===== config.mk =====
export PLATFORM = sky130hd
export DESIGN_NAME = vga_console_ctrl
export DESIGN_NICKNAME = d
export VERILOG_FILES = /design/src/rtl/vga_console_pkg.sv /design/src/rtl/vga_console_cursor.sv /design/src/rtl/vga_console_ctrl.sv
export SDC_FILE = /design/constraint.sdc
export NUM_CORES = 1
export LEC_CHECK = 0
export CORE_UTILIZATION = 55
export DETAILED_ROUTE_END_ITERATION = 8
export HOLD_SLACK_MARGIN = 0.08
export PLACE_DENSITY = 0.9
export SLEW_MARGIN = 40
export SYNTH_ARGS = -nofsm -noshare
export SYNTH_HDL_FRONTEND = slang
export SYNTH_SLANG_ARGS = --single-unit
export TNS_END_PERCENT = 30

===== constraint.sdc =====
create_clock -name sys_clk -period 3.95 [get_ports sys_clk]
set_input_delay 0.9875 -clock sys_clk [delete_from_list [all_inputs] [get_ports sys_clk]]
set_output_delay 0.9875 -clock sys_clk [all_outputs]
set_load 0.02 [all_outputs]

===== src/rtl/vga_console_pkg.sv =====
// Shared types and constants for the VGA text-console controller.
package vga_console_pkg;

  localparam int unsigned COLS_DEF = 80;
  localparam int unsigned ROWS_DEF = 60;
  localparam int unsigned AW_DEF   = 13;
  localparam int unsigned CHW      = 7;
  localparam int unsigned RW       = 6;
  localparam int unsigned CW       = 7;

  localparam logic [CHW-1:0] ASC_BS    = 7'h08;
  localparam logic [CHW-1:0] ASC_TAB   = 7'h09;
  localparam logic [CHW-1:0] ASC_LF    = 7'h0A;
  localparam logic [CHW-1:0] ASC_FF    = 7'h0C;
  localparam logic [CHW-1:0] ASC_CR    = 7'h0D;
  localparam logic [CHW-1:0] ASC_SPACE = 7'h20;

  typedef enum logic [2:0] {
    ST_IDLE,
    ST_PUT,
    ST_SCROLL_RD,
    ST_SCROLL_WR,
    ST_SCROLL_BLANK,
    ST_CLEAR
  } state_e;

  function automatic logic is_printable(input logic [CHW-1:0] c);
    return (c >= 7'h20) && (c <= 7'h7E);
  endfunction

endpackage


===== src/rtl/vga_console_cursor.sv =====
// Cursor position registers with newline/wrap handling; emits the linear
// RAM address and a flag when the requested move would leave the last row.
module vga_console_cursor
  import vga_console_pkg::*;
#(
  parameter int unsigned COLS = COLS_DEF,
  parameter int unsigned ROWS = ROWS_DEF,
  parameter int unsigned AW   = AW_DEF
) (
  input  logic          sys_clk,
  input  logic          clrn,
  input  logic          i_adv,
  input  logic          i_nl,
  input  logic          i_cr,
  input  logic          i_bs,
  input  logic          i_tab,
  input  logic          i_home,
  input  logic          i_last,
  output logic [RW-1:0] o_row,
  output logic [CW-1:0] o_col,
  output logic [AW-1:0] o_addr,
  output logic          o_scroll_c
);

  localparam int unsigned   TW       = CW + 1;
  localparam logic [RW-1:0] ROW_LAST = RW'(ROWS - 1);
  localparam logic [CW-1:0] COL_LAST = CW'(COLS - 1);

  logic [RW-1:0] r_row;
  logic [CW-1:0] r_col;
  logic [TW-1:0] w_tab_col;
  logic          w_tab_wrap;
  logic          w_adv_wrap;
  logic          w_newline;

  // Next tab stop is one bit wider so a stop past the last column is visible.
  assign w_tab_col  = {1'b0, r_col & ~CW'(7)} + TW'(8);
  assign w_tab_wrap = i_tab && (w_tab_col >= TW'(COLS));
  assign w_adv_wrap = i_adv && (r_col == COL_LAST);
  assign w_newline  = i_nl || w_tab_wrap || w_adv_wrap;

  assign o_scroll_c = w_newline && (r_row == ROW_LAST);
  assign o_addr     = AW'(r_row) * AW'(COLS) + AW'(r_col);
  assign o_row      = r_row;
  assign o_col      = r_col;

  // Row saturates on the last line; the scroll sequence moves the text instead.
  always_ff @(posedge sys_clk or negedge clrn) begin
    if (!clrn) begin
      r_row <= '0;
      r_col <= '0;
    end else if (i_home) begin
      r_row <= '0;
      r_col <= '0;
    end else if (i_last) begin
      r_row <= ROW_LAST;
      r_col <= '0;
    end else if (w_newline) begin
      r_col <= '0;
      if (r_row != ROW_LAST) r_row <= r_row + RW'(1);
    end else if (i_cr) begin
      r_col <= '0;
    end else if (i_bs && (r_col != '0)) begin
      r_col <= r_col - CW'(1);
    end else if (i_tab) begin
      r_col <= w_tab_col[CW-1:0];
    end else if (i_adv) begin
      r_col <= r_col + CW'(1);
    end
  end

endmodule


===== src/rtl/vga_console_ctrl.sv =====
// Text-console controller: character writes, control codes, scroll and clear
// over the character-RAM port. Define VGA_CONSOLE_TAB_EN to enable 0x09 tab stops.
module vga_console_ctrl
  import vga_console_pkg::*;
#(
  parameter int unsigned COLS = COLS_DEF,
  parameter int unsigned ROWS = ROWS_DEF,
  parameter int unsigned AW   = AW_DEF
) (
  input  logic           sys_clk,
  input  logic           clrn,
  input  logic           ch_valid,
  input  logic [CHW-1:0] ch_data,
  output logic           ch_ready,
  input  logic           clr_req,
  output logic           cram_sel,
  output logic           cram_we,
  output logic [AW-1:0]  cram_a,
  output logic [CHW-1:0] cram_d,
  input  logic [CHW-1:0] cram_q,
  output logic           busy,
  output logic [RW-1:0]  cur_row,
  output logic [CW-1:0]  cur_col
);

  localparam logic [AW-1:0] A_LAST    = AW'(COLS * ROWS - 1);
  localparam logic [AW-1:0] A_SCR_END = AW'((ROWS - 1) * COLS - 1);
  localparam logic [AW-1:0] A_BLANK0  = AW'((ROWS - 1) * COLS);
  localparam logic [AW-1:0] A_COLS    = AW'(COLS);

  state_e         r_state;
  logic [AW-1:0]  r_idx;
  logic           r_put_adv;
  logic           r_cram_sel;
  logic           r_cram_we;
  logic [AW-1:0]  r_cram_a;
  logic [CHW-1:0] r_cram_d;
  logic           r_busy;

  logic           w_ready;
  logic           w_accept;
  logic           w_adv, w_nl, w_cr, w_bs, w_tab, w_home, w_last;
  logic [AW-1:0]  w_addr;
  logic           w_scroll;
  logic [CW-1:0]  w_col;

  assign w_ready  = (r_state == ST_IDLE) && !clr_req && clrn;
  assign w_accept = ch_valid && w_ready;

  // Cursor commands decoded from the accepted code and sequence completion.
  always_comb begin
    w_nl   = 1'b0;
    w_cr   = 1'b0;
    w_bs   = 1'b0;
    w_tab  = 1'b0;
    if (w_accept) begin
      w_nl = (ch_data == ASC_LF);
      w_cr = (ch_data == ASC_CR);
      w_bs = (ch_data == ASC_BS) && (w_col != '0);
`ifdef VGA_CONSOLE_TAB_EN
      w_tab = (ch_data == ASC_TAB);
`else
      w_tab = 1'b0;
`endif
    end
    w_adv  = (r_state == ST_PUT) && r_put_adv;
    w_home = (r_state == ST_CLEAR) && (r_idx == A_LAST);
    w_last = (r_state == ST_SCROLL_BLANK) && (r_idx == A_LAST);
  end

  vga_console_cursor #(
    .COLS (COLS),
    .ROWS (ROWS),
    .AW   (AW)
  ) u_cursor (
    .sys_clk    (sys_clk),
    .clrn       (clrn),
    .i_adv      (w_adv),
    .i_nl       (w_nl),
    .i_cr       (w_cr),
    .i_bs       (w_bs),
    .i_tab      (w_tab),
    .i_home     (w_home),
    .i_last     (w_last),
    .o_row      (cur_row),
    .o_col      (w_col),
    .o_addr     (w_addr),
    .o_scroll_c (w_scroll)
  );

  // Port outputs are registered one step ahead: each branch loads what the
  // RAM port must show during the state being entered. r_cram_d doubles as
  // the scroll holding register.
  always_ff @(posedge sys_clk or negedge clrn) begin
    if (!clrn) begin
      r_state    <= ST_IDLE;
      r_idx      <= '0;
      r_put_adv  <= 1'b0;
      r_cram_sel <= 1'b0;
      r_cram_we  <= 1'b0;
      r_cram_a   <= '0;
      r_cram_d   <= '0;
      r_busy     <= 1'b0;
    end else begin
      r_cram_sel <= 1'b0;
      r_cram_we  <= 1'b0;
      r_busy     <= 1'b0;
      case (r_state)
        ST_IDLE: begin
          if (clr_req || (w_accept && (ch_data == ASC_FF))) begin
            r_state    <= ST_CLEAR;
            r_idx      <= '0;
            r_cram_sel <= 1'b1;
            r_cram_we  <= 1'b1;
            r_cram_a   <= '0;
            r_cram_d   <= ASC_SPACE;
            r_busy     <= 1'b1;
          end else if (w_accept && is_printable(ch_data)) begin
            r_state    <= ST_PUT;
            r_put_adv  <= 1'b1;
            r_cram_sel <= 1'b1;
            r_cram_we  <= 1'b1;
            r_cram_a   <= w_addr;
            r_cram_d   <= ch_data;
            r_busy     <= 1'b1;
          end else if (w_bs) begin
            r_state    <= ST_PUT;
            r_put_adv  <= 1'b0;
            r_cram_sel <= 1'b1;
            r_cram_we  <= 1'b1;
            r_cram_a   <= w_addr - AW'(1);
            r_cram_d   <= ASC_SPACE;
            r_busy     <= 1'b1;
          end else if (w_scroll) begin
            r_state    <= ST_SCROLL_RD;
            r_idx      <= '0;
            r_cram_sel <= 1'b1;
            r_cram_a   <= A_COLS;
            r_busy     <= 1'b1;
          end
        end
        ST_PUT: begin
          if (w_scroll) begin
            r_state    <= ST_SCROLL_RD;
            r_idx      <= '0;
            r_cram_sel <= 1'b1;
            r_cram_a   <= A_COLS;
            r_busy     <= 1'b1;
          end else begin
            r_state <= ST_IDLE;
          end
        end
        ST_SCROLL_RD: begin
          r_state    <= ST_SCROLL_WR;
          r_cram_sel <= 1'b1;
          r_cram_we  <= 1'b1;
          r_cram_a   <= r_idx;
          r_cram_d   <= cram_q;
          r_busy     <= 1'b1;
        end
        ST_SCROLL_WR: begin
          r_cram_sel <= 1'b1;
          r_busy     <= 1'b1;
          if (r_idx == A_SCR_END) begin
            r_state   <= ST_SCROLL_BLANK;
            r_idx     <= A_BLANK0;
            r_cram_we <= 1'b1;
            r_cram_a  <= A_BLANK0;
            r_cram_d  <= ASC_SPACE;
          end else begin
            r_state  <= ST_SCROLL_RD;
            r_idx    <= r_idx + AW'(1);
            r_cram_a <= r_idx + AW'(1) + A_COLS;
          end
        end
        ST_SCROLL_BLANK, ST_CLEAR: begin
          if (r_idx == A_LAST) begin
            r_state <= ST_IDLE;
          end else begin
            r_idx      <= r_idx + AW'(1);
            r_cram_sel <= 1'b1;
            r_cram_we  <= 1'b1;
            r_cram_a   <= r_idx + AW'(1);
            r_cram_d   <= ASC_SPACE;
            r_busy     <= 1'b1;
          end
        end
        default: r_state <= ST_IDLE;
      endcase
    end
  end

  assign ch_ready = w_ready;
  assign cram_sel = r_cram_sel;
  assign cram_we  = r_cram_we;
  assign cram_a   = r_cram_a;
  assign cram_d   = r_cram_d;
  assign busy     = r_busy;
  assign cur_col  = w_col;

endmodule


* Word-level counts from Yosys, hierarchy flattened
Index checks and enable logic that the tools add are counted.
Widths: inputs -> output; s select.
** Cells by class
- $lt $le $gt $ge :: 2
- Multiplexer cells :: 53
- Equality and inequality tests :: 21
- Multipliers :: 1
- Reductions and logical operators :: 33
- Add/subtract/negate cells :: 7
- Divide/modulo/power cells :: 0
- Bitwise logic cells :: 1
- Shift operators :: 0
** Operator list (number)
- $mux 13 :: 11
- $mux 7 :: 11
- $pmux 13 s5 :: 1
- $pmux 13 s4 :: 1
- $eq 7x4->1 const B :: 4
- $pmux 7 s4 :: 1
- $eq 13x13->1 const B :: 2
- $mux 6 :: 4
- $mux 3 :: 6
- $pmux 3 s5 :: 1
- $mux 1 :: 14
- $add 13x1->13 const B :: 1
- $add 13x7->13 :: 1
- $add 13x7->13 const B :: 1
- $logic_and 1x1->1 :: 13
- $sub 13x1->13 const B :: 1
- $mul 6x3->9 const B :: 1
- $pmux 1 s4 :: 2
- $reduce_and 4->1 :: 2
- $reduce_bool 4->1 :: 2
- $add 7x1->7 const B :: 1
- $eq 7x7->1 const B :: 1
- $ge 7x6->1 const B :: 1
- $le 7x7->1 const B :: 1
- 24 further kinds :: 34
** Storage, ports and cells
- Logic and storage cells :: 127
- Output and inout port bits :: 37
- Memory bits (read-only) :: 0
- Bits in latches :: 0
- Memories kept :: 0
- RAM bits :: 0
- Register bits :: 52
- Bits of input ports :: 18

* Logic depth before layout (Yosys ltp)
- Word-level depth :: 12
- Gate-level depth with buffers :: 14
- Gate-level depth less buffers :: 13

* Hierarchy
A second synthesis with hierarchy kept.
** Unflattened totals
- Cells, all modules :: 641
- Area total of the unflattened synthesis :: 5016.1 um2
** Modules (own cells, without submodules)
- vga_console_ctrl :: cells an instance 462, seq. area each 975.9 um2, area each 3490.8 um2, instances 1
- vga_console_cursor :: cells an instance 179, seq. area each 325.3 um2, area each 1525.2 um2, instances 1

* Worst setup path after synthesis
No wires, ideal clock.
- Kind :: in2reg
- Start :: input port ch_data[6]
- End :: register u_cursor.r_col[6], in the netlist u_cursor.o_col[6]
- Library setup time :: 0.125 ns
- Arrival time :: 3.568 ns
- Buffers on the path :: 1
- Data required time :: 3.825 ns
- Cell stages on the path :: 12
- Setup slack :: 0.257 ns
- Cells stage by stage :: or4b_4 > nor3_1 > and4b_1 > buf_2 > ha_1 > a21o_1 > a21o_1 > a21o_1 > a21oi_1 > mux2i_1 > xnor2_1 > nor2_1
** On the way
- Longest elaborated chain between the ends :: 9
- Elaborated cells between the ends (all ways) :: 15
- Those cells by class :: eq/ne: 3; mux: 8; reduce/logical: 4
** Ends and longest elaborated chain
- start, declared :: RTL line vga_console_ctrl.sv:13 : input logic [CHW-1:0] ch_data,
- $eq 7x4->1 :: RTL line vga_console_ctrl.sv:59 : w_bs = (ch_data == ASC_BS) && (w_col != '0);
- $logic_and 1x1->1 :: RTL line vga_console_ctrl.sv:59
- $mux 1 :: RTL line vga_console_ctrl.sv:56 : if (w_accept) begin
- $logic_and 1x1->1 :: RTL line vga_console_cursor.sv:63 : end else if (i_bs && (r_col != '0)) begin
- $mux 7 :: RTL line vga_console_cursor.sv:63
- $mux 7 :: RTL line vga_console_cursor.sv:61 : end else if (i_cr) begin
- $mux 7 :: RTL line vga_console_cursor.sv:58 : end else if (w_newline) begin
- $mux 7 :: RTL line vga_console_cursor.sv:55 : end else if (i_last) begin
- $mux 7 :: RTL line vga_console_cursor.sv:52 : end else if (i_home) begin
- end signal, assigned :: RTL line vga_console_cursor.sv:64 : r_col <= r_col - CW'(1);
- end signal, assigned :: RTL line vga_console_cursor.sv:66 : r_col <= w_tab_col[CW-1:0];
- end signal, assigned :: RTL line vga_console_cursor.sv:68 : r_col <= r_col + CW'(1);
- end, declared :: RTL line vga_console_cursor.sv:30 : logic [CW-1:0] r_col;
Several ways; a longest one is shown, not always the timed one.
A chain may end at the register's enable or synchronous reset.

* Final worst setup path
- Start :: register u_cursor.r_col[0], in the netlist u_cursor.o_col[0]
- End :: register u_cursor.r_col[6], in the netlist u_cursor.o_col[6]
** On the way
- Longest elaborated chain between the ends :: 9
- Elaborated cells between the ends (all ways) :: 16
- Those cells by class :: add/sub: 2; eq/ne: 1; mux: 7; reduce/logical: 6
** Ends and longest elaborated chain
- branches (longest 9 deep; another with $add 7x1->7)
Several ways; the timed one is not identified. The select of a mux whose other input is x is not followed.

==> flow_summary_export.csv <==
group,metric,value,unit
worst_setup_path,cp_data_arrival_time,3.99,ns
worst_hold_path,hold_end,"r_put_adv$_DFFE_PN0P_",
power,p_switching,0.8500,mW
route,routedWlPerCell,18.50,µm
die,core,7727,µm²
power,p_seq_frac,0.386,
placed_design,dpl_worst_slack,-0.1275,ns
yosys,ys_warn_count,0,
yosys,synthArstFlopShare,1.000,
global_routing,grt_pass1_vias,4610,
yosys,netlist_area,4397,µm²
power,power_density,388.6,nW/µm²
power,pwr-share-comb,0.427,
power,leakage,2.303,nW
placed_design,dp_cells,696,
yosys,ys_types,75,
timing,hold_viol_final,0,
layout,syn2layout_area_growth,20.66,%
placed_design,hpwl,9972,µm
layout,stdcell_area,5305,µm²
layout,nNetsFinal,643,
placed_design,placed_cell_area,5182,µm²
timing,fin_ws,0.1643,ns
worst_setup_path,reg2reg_depth,14,
worst_setup_path,critPathMaxFanout,5,
yosys,yosysTopAreaCell,"dfrtp_1",
layout,diodes,0,
worst_setup_path,crit_type,"reg2reg",
yosys,synth_area_per_cell,8.218,µm²
global_routing,grt_pass1_wl,21750,µm
layout,final_cells,704,
route,drt_iter0_markers,656,
layout,drive_gt1_frac,0.1013,
timing,tightestPinTransition,0.7666,ns
timing,setup_viol,0,
clock_network,root_buffer,"clkbuf_8",
job,maxCapViolations,0,
global_routing,grtUsageTotal,0.3231,
clock_network,tritoncts.num_buffers,5,
route,firstDrtPassIters,6,
timing,finalMaxSlewViolations,0,
run_status,outcome,"complete, no violations",
clock_network,htreeDepth,2,
clock_network,postCtsHoldBufs,0,
placed_design,port_buffers,54,
worst_setup_path,required,4.15,ns
timing,rsz0062_at_grt,"false",
worst_setup_path,endpoint_kind,"flop",
placed_design,gp_congestion,0.9561,
yosys,syn-num-nets,577,
yosys,synth.area.top_cells,"dfrtp_1 (30%), ha_1 (6.0%), nand2_1 (4.9%), xnor2_1 (4.8%), a21oi_1 (4.3%)",
power,p_int,1.211,mW
worst_setup_path,r2r_slack,0.16,ns
yosys,syn_inst,535,
clock_network,cts_sinks,52,
power,total_power,2.061,mW
power,swShare,0.4123,
clock_network,clockBufferDepth,2,
route,drt-total-wl,13020,µm
worst_setup_path,start_kind,"flop",
die,pin_count,55,
layout,utilization,0.6865,
die,die_height,91.41,µm
timing,fin_crit,3.786,ns
global_routing,grt_max_degree,53,
route,dr_total_vias,4673,
die,row_count,32,
yosys,synth.most_common_cell,"nand2_1",
clock_network,clk_latency,0.32,ns
yosys,synth_ff_type,"dfrtp_1",
power,ir_drop,0.3028,mV
timing,skew,0.007750,ns
timing,fin_crit_sh,0.9584,
yosys,synth_top_area_share,0.2960,
clock_network,cts_tree,"built",
route,via_per_inst,6.638,
global_routing,overflow,0,
worst_setup_path,r2r-start,"u_cursor.o_col[0]$_DFFE_PN0P_",
timing,tns,0,ns
yosys,netlist_top_cells_count,"nand2_1 (57), dfrtp_1 (52), nor2_1 (47)",
worst_hold_path,hold_class,"reg2reg",
worst_hold_path,hold_depth,2,
global_routing,antenna_found_initial,0,
yosys,ys_ff_latch,52,
die,fp.dieW,91.41,µm
worst_setup_path,regToRegEndpoint,"u_cursor.o_col[6]$_DFFE_PN0P_",
power,p_clk_frac,0.188,
clock_network,path_clk_slew,0.10,ns
yosys,synth-edff-count,0,
timing,timing.hold.ws,0.5228,ns
yosys,seq_area_frac_synth,0.2960,
worst_hold_path,hold_start,"r_put_adv$_DFFE_PN0P_",
timing,max_freq,264.2,MHz
timing,relSlewSlack,0.4879,
die,die_area,8356,µm²
route,drcViolationCount,0,
die,initial_core_util,0.5690,
route,antenna_left,0,
## state kept, by name (all words and copies together), names as in the netlist, 3 cells and up
signal,cells
cram_a,13
r_idx,13
cram_d,7
u_cursor.o_col,7
u_cursor.o_row,6
r_state,3
## layout by cell type (no fill, tap or decap), types with 4 or more instances in the layout
cell type,n
ha_1,21
inv_1,24
a21oi_1,38
o21ai_0,37
nor4_1,7
or2_2,5
nor3_1,12
a21o_1,9
mux2i_1,4
buf_4,29
xnor2_1,24
a211oi_1,10
xor2_1,12
or3_1,6
o31ai_1,7
dfrtp_1,52
and3_1,5
clkbuf_8,5
nand4_1,9
nand2b_1,8
a222oi_1,7
a31oi_1,7
nand2_1,57
clkdlybuf4s50_1,53
o221ai_1,4
nor2_1,46
nand3_1,15
## power groups by stage
stage               Sequential, mW  Combinational, mW  Clock [mW]
CTS                          0.785              0.869       0.385
global route                 0.805              0.959       0.404
detailed placement           0.796              0.863           0
finish                       0.795              0.880       0.387
floorplan                    0.794              0.531           0
global placement             0.789              0.833           0
## worst max-delay path, stage by stage, from the launching register on
cell and delay, ns:
dfrtp_1 0.39, inv_1 0.12, ha_1 0.24, or3b_1 0.38
or4_1 0.47, and4b_1 0.28, buf_4 0.17, fa_1 0.41
a21o_1 0.21, a21o_1 0.20, a21o_1 0.18, a21oi_1 0.18
mux2i_1 0.24, xnor2_1 0.15, nor2_1 0.07
## worst max path at each step
stage	startpoint	slack, ns	to	depth (start not counted)
2_1_floorplan	ch_data[6]	0.26	u_cursor.o_col[6]$_DFFE_PN0P_	12
3_3_place_gp	ch_data[5]	0.03	u_cursor.o_col[6]$_DFFE_PN0P_	12
3_5_place_dp	ch_data[5]	-0.13	u_cursor.o_col[5]$_DFFE_PN0P_	13
4_1_cts	u_cursor.o_col[0]$_DFFE_PN0P_	0.17	u_cursor.o_col[6]$_DFFE_PN0P_	14
5_1_grt	u_cursor.o_row[3]$_DFFE_PN0P_	0.04	cram_a[12]$_DFFE_PN0P_	11
6_report	u_cursor.o_col[0]$_DFFE_PN0P_	0.16	u_cursor.o_col[6]$_DFFE_PN0P_	14
## repair_timing
action | in CTS | in global routing
buffers inserted | 0 | 0
resized for setup | 0 | 2
setup endpoints to repair | 0 | 2
## area by class of cell
| type | instances | area, µm² |
|---|---|---|
| multi-input cells | 435 | 2922 |
| fillers | 615 | 2422 |
| flip-flops and latches | 52 | 1301 |
| repair buffers | 83 | 753.2 |
| well taps | 102 | 127.6 |
| inverters | 24 | 90.09 |
| clock buffers | 5 | 68.82 |
| clock inverters | 3 | 42.54 |
## layer usage
metal  wire (µm)  GRT usage
met1        5278     0.4150
met2        6340     0.5558
met3        1075    0.04774
met4         328     0.1032
met5           0          0
## cells by family (layout without fill, tap and decap cells)
logic type	count (synthesis)	after routing	share of synthesized area
buf+inv	48	115	0.04269
fa+ha+maj	24	24	0.07342
mux	5	5	0.01167
flops	52	52	0.2960
compound gates	167	167	0.2621
xor+xnor	37	37	0.07683
simple gates	202	202	0.2373
No activity file was read; power rests on OpenSTA's default activity.
